$ cat src/rtl/intersection_pkg.sv
// Shared lamp encodings, FSM state encoding and lamp decode helpers for the
// intersection controller.
package intersection_pkg;

  localparam logic [2:0] LAMP_RED    = 3'b100;
  localparam logic [2:0] LAMP_GREEN  = 3'b010;
  localparam logic [2:0] LAMP_YELLOW = 3'b001;

  // Seven legal states; 3'd7 is the single illegal code and recovers to CLR_B.
  typedef enum logic [2:0] {
    NS_GRN = 3'd0,
    NS_YEL = 3'd1,
    CLR_A  = 3'd2,
    EW_GRN = 3'd3,
    EW_YEL = 3'd4,
    CLR_B  = 3'd5,
    WALK   = 3'd6
  } state_e;

  function automatic logic [2:0] ns_lamp(input state_e st);
    logic [2:0] l;
    l = LAMP_RED;
    if (st == NS_GRN)      l = LAMP_GREEN;
    else if (st == NS_YEL) l = LAMP_YELLOW;
    return l;
  endfunction

  function automatic logic [2:0] ew_lamp(input state_e st);
    logic [2:0] l;
    l = LAMP_RED;
    if (st == EW_GRN)      l = LAMP_GREEN;
    else if (st == EW_YEL) l = LAMP_YELLOW;
    return l;
  endfunction

endpackage

$ cat src/rtl/phase_timer.sv
// Phase down-counter: reloads on load, otherwise counts down; done flags zero.
module phase_timer #(
  parameter int               CNT_W   = 8,
  parameter logic [CNT_W-1:0] RST_VAL = '0
) (
  input  logic             clk,
  input  logic             rst_n,
  input  logic             load,
  input  logic [CNT_W-1:0] load_val,
  output logic             done
);

  logic [CNT_W-1:0] cnt_q, cnt_d;

  // Reload takes priority; the controller always reloads when done is high,
  // so the count never wraps below zero.
  always_comb begin
    cnt_d = cnt_q - CNT_W'(1);
    if (load) cnt_d = load_val;
  end

  // Count register, reset to the first-phase remaining count
  always_ff @(posedge clk or negedge rst_n) begin
    if (!rst_n) cnt_q <= RST_VAL;
    else        cnt_q <= cnt_d;
  end

  assign done = (cnt_q == '0);

endmodule

$ cat src/rtl/intersection_ctrl.sv
// Two-road traffic light controller with pedestrian walk phase inserted after
// an all-red clearance when a request is pending.
module intersection_ctrl
  import intersection_pkg::*;
#(
  parameter int GREEN_CYC  = 8,
  parameter int YELLOW_CYC = 3,
  parameter int ALLRED_CYC = 2,
  parameter int WALK_CYC   = 5,
  parameter int CNT_W      = 8
) (
  input  logic       clk,
  input  logic       rst_n,
  input  logic       ped_req,
  output logic [2:0] ns_light,
  output logic [2:0] ew_light,
  output logic       walk,
  output logic       ped_ack
);

  localparam logic [CNT_W-1:0] GREEN_LD  = CNT_W'(GREEN_CYC - 1);
  localparam logic [CNT_W-1:0] YELLOW_LD = CNT_W'(YELLOW_CYC - 1);
  localparam logic [CNT_W-1:0] ALLRED_LD = CNT_W'(ALLRED_CYC - 1);
  localparam logic [CNT_W-1:0] WALK_LD   = CNT_W'(WALK_CYC - 1);

  state_e           state_q, state_d;
  logic             pend_q, pend_d;
  logic             ret_ew_q, ret_ew_d;   // WALK returns to EW_GRN when set
  logic [2:0]       ns_light_q, ew_light_q;
  logic             walk_q, ped_ack_q;
  logic             load, done, enter_walk, req_any;
  logic [CNT_W-1:0] load_val;

  phase_timer #(
    .CNT_W   (CNT_W),
    .RST_VAL (ALLRED_LD)
  ) u_timer (
    .clk      (clk),
    .rst_n    (rst_n),
    .load     (load),
    .load_val (load_val),
    .done     (done)
  );

  // Next state, timer reload value and pending-request bookkeeping
  always_comb begin
    state_d = state_q;
    load    = done;
    req_any = pend_q | ped_req;   // a request on the last clearance cycle still counts
    case (state_q)
      NS_GRN:  if (done) state_d = NS_YEL;
      NS_YEL:  if (done) state_d = CLR_A;
      CLR_A:   if (done) state_d = req_any ? WALK : EW_GRN;
      EW_GRN:  if (done) state_d = EW_YEL;
      EW_YEL:  if (done) state_d = CLR_B;
      CLR_B:   if (done) state_d = req_any ? WALK : NS_GRN;
      WALK:    if (done) state_d = ret_ew_q ? EW_GRN : NS_GRN;
      default: begin
        state_d = CLR_B;
        load    = 1'b1;
      end
    endcase

    enter_walk = (state_d == WALK) && (state_q != WALK);
    ret_ew_d   = enter_walk ? (state_q == CLR_A) : ret_ew_q;

    // Entering WALK absorbs any request seen on that same cycle.
    pend_d = pend_q;
    if (enter_walk)                        pend_d = 1'b0;
    else if ((state_q != WALK) && ped_req) pend_d = 1'b1;

    case (state_d)
      NS_GRN, EW_GRN: load_val = GREEN_LD;
      NS_YEL, EW_YEL: load_val = YELLOW_LD;
      WALK:           load_val = WALK_LD;
      default:        load_val = ALLRED_LD;
    endcase
  end

  // State, flags and outputs registered together from the next state
  always_ff @(posedge clk or negedge rst_n) begin
    if (!rst_n) begin
      state_q    <= CLR_B;
      pend_q     <= 1'b0;
      ret_ew_q   <= 1'b0;
      ns_light_q <= LAMP_RED;
      ew_light_q <= LAMP_RED;
      walk_q     <= 1'b0;
      ped_ack_q  <= 1'b0;
    end else begin
      state_q    <= state_d;
      pend_q     <= pend_d;
      ret_ew_q   <= ret_ew_d;
      ns_light_q <= ns_lamp(state_d);
      ew_light_q <= ew_lamp(state_d);
      walk_q     <= (state_d == WALK);
      ped_ack_q  <= enter_walk;
    end
  end

  assign ns_light = ns_light_q;
  assign ew_light = ew_light_q;
  assign walk     = walk_q;
  assign ped_ack  = ped_ack_q;

endmodule

$ cat config.mk
export PLATFORM = sky130hd
export DESIGN_NAME = intersection_ctrl
export DESIGN_NICKNAME = d
export VERILOG_FILES = /design/src/rtl/intersection_pkg.sv /design/src/rtl/phase_timer.sv /design/src/rtl/intersection_ctrl.sv
export SDC_FILE = /design/constraint.sdc
export NUM_CORES = 1
export LEC_CHECK = 0
export ABC_CLOCK_PERIOD_IN_PS = 3000
export CAP_MARGIN = 40
export CORE_ASPECT_RATIO = 0.7
export CORE_MARGIN = 8
export CORE_UTILIZATION = 55
export DETAILED_ROUTE_END_ITERATION = 8
export HOLD_SLACK_MARGIN = 0.08
export PLACE_DENSITY = 0.77
export SYNTH_ARGS = -nofsm -noshare
export SYNTH_HDL_FRONTEND = slang
export SYNTH_SLANG_ARGS = --single-unit
export TNS_END_PERCENT = 5
$ cat constraint.sdc
create_clock -name clk -period 3 [get_ports clk]
set_input_delay 0.6 -clock clk [delete_from_list [all_inputs] [get_ports clk]]
set_output_delay 0.6 -clock clk [all_outputs]
set_load 0.02 [all_outputs]
# ---- Word-level counts from Yosys, hierarchy flattened
# Index checks and enable logic that the tools add are counted.
dict set report totals {
  inputBits 3
  out_inout_bits 8
  register_bits 21
  wordCells 50
}
dict set report classes {
  n_bitwise 1
  n_reduce_logical 9
  n_eq_ne 11
  addsub 1
  n_mux 20
}
# operator n
set op_table {}
lappend op_table {{2-to-1 mux 3 bit} 13}
lappend op_table {{case mux 3 bit (7 select lines)} 1}
lappend op_table {{== test 3 bit, second input constant} 5}
lappend op_table {{== test 3 x 2 -> 1 bit, second input constant} 3}
lappend op_table {{case mux 3 bit (3 select lines)} 1}
lappend op_table {{zero test 8 bit} 1}
lappend op_table {{2-to-1 mux 8 bit} 1}
lappend op_table {{subtractor 8 x 1 -> 8 bit, second input constant} 1}
lappend op_table {{OR reduction 7 bit} 1}
lappend op_table {{== test 3 x 1 -> 1 bit, second input constant} 2}
lappend op_table {{zero test 3 bit} 2}
lappend op_table {{OR reduction 2 bit} 2}
lappend op_table {{2-to-1 mux 1 bit} 3}
lappend op_table {{!= test 3 bit, second input constant} 1}
lappend op_table {{logical AND 1 bit} 2}
lappend op_table {{2-to-1 mux 2 bit} 1}
lappend op_table {{nonzero test 2 bit} 1}
lappend op_table {{OR 1 bit} 1}

# ---- Longest topological paths before layout
dict set report depth {
  ltp_word 8
  ltp_mapped 8
  ltp_nobuf 6
}

# ---- Cells and area by module
# Synthesis repeated with hierarchy kept, for this count alone.
dict set report hier_totals {
  hier_cells 140
  hier_area_um2 1312.5
}
# module cells_per_inst seq_area_each_um2 n_inst area_per_inst_um2
set by_module_without_submodules {}
lappend by_module_without_submodules {intersection_ctrl 95 330.3 1 880.8}
lappend by_module_without_submodules {phase_timer 45 201.4 1 431.7}

# ---- Least setup slack after synthesis
# No wires, ideal clock.
dict set report synth_timing {
  kind {reg-to-reg}
  start {register u_timer.cnt_q[1]}
  end {register u_timer.cnt_q[0]}
  setup_ns 0.083
  required_ns 2.917
  stages_incl_launch_ff 8
  n_path_buf 1
  slack_ns 0.921
  arrival_time_ns 1.996
  period_less_slack_ns 2.079
  cell_sequence {dfrtp_1 -> inv_1 -> ha_1 -> or4b_4 -> buf_6 -> or2_4 -> a311o_1 -> a221o_1}
}
dict set report synth_between {
  elab_chain_cells 7
}
# element line_no
set synth_lines {}
lappend synth_lines {{start, declared} phase_timer.sv:13} ;# logic [CNT_W-1:0] cnt_q, cnt_d;
lappend synth_lines {{start signal, assigned} phase_timer.sv:25} ;# else cnt_q <= cnt_d;
lappend synth_lines {{zero test 8 bit *} phase_timer.sv:28} ;# assign done = (cnt_q == '0);
lappend synth_lines {{2-to-1 mux 3 bit, or another cell as far along} intersection_ctrl.sv:57} ;# WALK: if (done) state_d = ret_ew_q ? EW_GRN : NS_GRN;
lappend synth_lines {{case mux 3 bit (7 select lines)} intersection_ctrl.sv:50} ;# case (state_q)
lappend synth_lines {{== test 3 x 1 -> 1 bit, or another cell as far along} intersection_ctrl.sv:72} ;# case (state_d)
lappend synth_lines {{OR reduction 2 bit} intersection_ctrl.sv:72}
lappend synth_lines {{case mux 3 bit (3 select lines)} intersection_ctrl.sv:72}
lappend synth_lines {{2-to-1 mux 8 bit *} phase_timer.sv:19} ;# if (load) cnt_d = load_val;
lappend synth_lines {{named net u_timer.cnt_d[0]} phase_timer.sv:13}
# The timed path passes the listed nets; every way through them passes the cells marked *.
# A chain may end at the register's enable or synchronous reset.

# ---- Worst setup path in the final report
dict set report layout_timing {
  start {register u_timer.cnt_q[1]}
  end {register ret_ew_q}
}
dict set report layout_between {
  elab_chain_cells 5
}
# element line_no
set layout_lines {}
lappend layout_lines {{zero test 8 bit *} phase_timer.sv:28}
lappend layout_lines {{2-to-1 mux 3 bit, or another cell as far along} intersection_ctrl.sv:57}
lappend layout_lines {{case mux 3 bit (7 select lines) *} intersection_ctrl.sv:50}
lappend layout_lines {{== test 3 bit *} intersection_ctrl.sv:64} ;# enter_walk = (state_d == WALK) && (state_q != WALK);
lappend layout_lines {{logical AND 1 bit *} intersection_ctrl.sv:64}
lappend layout_lines {{end signal, assigned} intersection_ctrl.sv:93} ;# ret_ew_q <= ret_ew_d;
lappend layout_lines {{end, declared} intersection_ctrl.sv:28} ;# logic ret_ew_q, ret_ew_d;
# Mark *: on every way between the ends. The rest lies on a longest branch, timed or not.

==> reports/results.tsv <==
metric	value	unit
status	completed	
met2 usage	20.9	%
share of cells above drive strength 1	12.4	%
EDFF count, synth	0	
R2R Path Start	u_timer.cnt_q[1]	
TritonRoute pass-1 iters	4	
initial antenna violation count	0	
routed wire length	2520	µm
met3 GRT Util	5.32	%
# hold bufs at CTS	0	
critical path peak fanout	12	
setup slack, reg-to-reg	0.67	ns
TritonCTS clock tree	yes	
antenna cells	0	
number of max-cap violations	0	
path depth of the worst reg2reg path	6	
multi-input logic area	533	µm²
Antenna Nets Post-Route	0	
Worst Setup Start Kind	flip-flop	
busiest grt layer	met2	
final hold violations	0	
syn avg cell area	9.20	µm²
GR Layer Usage met1	19.2	%
fmax	430	MHz
Syn Inst Count	123	
die area	3790	µm²
crit path DAT	2.53	ns
Crit path required time	3.21	ns
CTS resizes	0	
TNS Setup	0	ns
TritonCTS buffer count	3	
Setup crit end kind	flip-flop	
GRT Util Overall	14.0	%
clk slew on worst S/H paths	0.12	ns
Max-slew headroom	52.0	%
DRC errors left	0	
DP Area	1230	µm²
crit path kind	flip-flop to flip-flop	
Distinct cells, synth	41	
Hold Path Class	primary input to async pin	
setup violators final	0	
first-pass GRT wire length	4220	µm
synthesized area	1130	µm²
Final Cell Area	1260	µm²
# Post-CTS Setup Buffers	0	
sequential fraction of the synthesis area	47.0	%
worst-case clock buffer depth	2	
Die Span Y	53.9	µm
vias per cell	6.24	
Yosys reg bits	21	
H-tree Lvls	1	
Initial Utilization	59.4	%
Area Overhead vs Synth	11.5	%
Post-synth ARST share	100	%
Lkg Pwr	0.505	nW
gr ovfl total	0	
vias post-DR	942	
Filler cells	175	
root buffer cell	clkbuf_4	
Final Worst Setup Slack	0.673	ns
final worst hold slack	0.573	ns
core region area	1900	µm²
wire per inst	16.7	µm
final worst path period share	77.6	%
CP peak stage delay	0.59	ns
RSZ-0062 raised after global routing	false	
Clk Latency, worst-skew pair	0.31	ns
top_reg_cell synth	dfrtp_1	
1st-iter DRT viols	58	
vias in the first global route	829	
measured slew at the worst slew-check pin	0.717	ns
I/O Pins	11	
PD cells	992	nW/µm²
Num Clock Sinks	21	
worst-case clock skew	0.00584	ns
Final nets	134	
post-synthesis net count	127	
yosys warns	0	
sequential cell area	532	µm²
Peak VDD IR	0.699	mV
worst-path cell chain	inv_1 > ha_1 > or4b_4 > nor2_1 > a31oi_1 > a311oi_1	
Tmin final	2.33	ns
slowest CP cell	nor2_1	
row cnt	13	
die extent in x	70.2	µm
max-slew violations	0	
PortBufs	10	
reg2reg end	ret_ew_q	
pin count of the biggest net entering global routing	20	
Setup WS pre-CTS	0.716	ns
DPL Wire Length	1740	µm
GPL Wtd Cong	0.953	
cells by family after synthesis:
group / count (synthesis) / synth area share, %
and+or+nand+nor: 43 / 18.9
AOI/OAI and AO/OA: 37 / 22.3
DFF: 21 / 47.0
buffers and inverters: 15 / 5.86
xor gates and xnor gates: 5 / 3.87
muxes: 1 / 0.885
adders and majority gates: 1 / 1.11
sequential cells by signal, indices dropped and copies added, names as in the netlist:
| signal | flops |
|---|---|
| ew_light | 3 |
| ns_light | 3 |
| ped_ack | 1 |
| pend_q | 1 |
| ret_ew_q | 1 |
| state_q | 3 |
| u_timer.cnt_q | 8 |
| walk | 1 |
routing by layer:
metal,vias up,routed length (µm),share of wire [%]
met5,-,0,0
met4,0,10,0.40
met3,2,170,6.8
met2,30,1110,44
met1,458,1220,49
li1,452,-,-
cell type report:
cell class,count,area share (%)
repair buffers,12,9.72
clock buffers,3,1.79
clock inverters,1,0.397
well taps,22,2.18
flip-flops and latches,21,42.2
inverters,5,1.49
multi-input cells,87,42.3
worst max path at each step:
stage	endpoint	cells after the start	start
after global placement	u_timer.cnt_q[2]	6	u_timer.cnt_q[1]
after detailed placement	ret_ew_q	6	u_timer.cnt_q[1]
after floorplan	u_timer.cnt_q[0]	7	u_timer.cnt_q[1]
after global routing	ret_ew_q	6	u_timer.cnt_q[1]
after CTS	ret_ew_q	6	u_timer.cnt_q[1]
final	ret_ew_q	6	u_timer.cnt_q[1]
where the power goes:
| part | internal [mW] | switching (mW) | leakage [nW] |
|---|---|---|---|
| combinational | 0.250 | 0.333 | 0.232 |
| sequential | 0.411 | 0.117 | 0.256 |
| clock | 0.0498 | 0.0902 | 0.0177 |
| total | 0.711 | 0.540 | 0.505 |
Yosys cell counts (all sizes together), types with 2 or more instances:
| cell | number | area (µm²) |
|---|---|---|
| inv | 3 | 11.3 |
| o31ai | 5 | 37.5 |
| a21oi | 13 | 65.1 |
| xnor2 | 4 | 35.0 |
| nor3 | 4 | 20.0 |
| o21ai | 5 | 25.0 |
| a31oi | 2 | 12.5 |
| dfstp | 5 | 131 |
| clkbuf | 7 | 26.3 |
| clkinv | 2 | 7.51 |
| or2 | 2 | 15.0 |
| nor4 | 2 | 12.5 |
| dfrtp | 16 | 400 |
| nand2 | 10 | 37.5 |
| or3 | 2 | 12.5 |
| buf | 3 | 21.3 |
| nor2 | 15 | 56.3 |
| nand3 | 2 | 10.0 |
cell usage in the layout, fill, tap and decap left out, types with 2 or more instances in the layout:
cell	n
a21oi_1	13
a31oi_1	2
clkbuf_4	3
clkdlybuf4s50_1	10
clkinv_1	2
dfrtp_1	16
dfstp_2	5
inv_1	3
nand2_1	10
nand3_1	2
nor2_1	15
nor3_1	4
nor4_1	2
o21ai_0	5
o31ai_1	5
or3_1	2
xnor2_1	4
critical path: cells and delay by family, from the launching register on:
kind | cells | cell delay (ns)
simple gates | 2 | 1.13
compound gates | 2 | 0.43
flops | 1 | 0.41
fa+ha+maj | 1 | 0.19
buf+inv | 1 | 0.06
stage by stage:
stage	power, mW	utilization [%]	std cells
2_1_floorplan	0.941	-	123
3_3_place_gp	1.08	64.0	146
3_5_place_dp	1.11	64.8	147
4_1_cts	1.25	66.3	151
5_1_grt	1.34	66.3	151
6_report	1.25	66.3	151
Note: power is estimated with default switching activity, not from simulation.
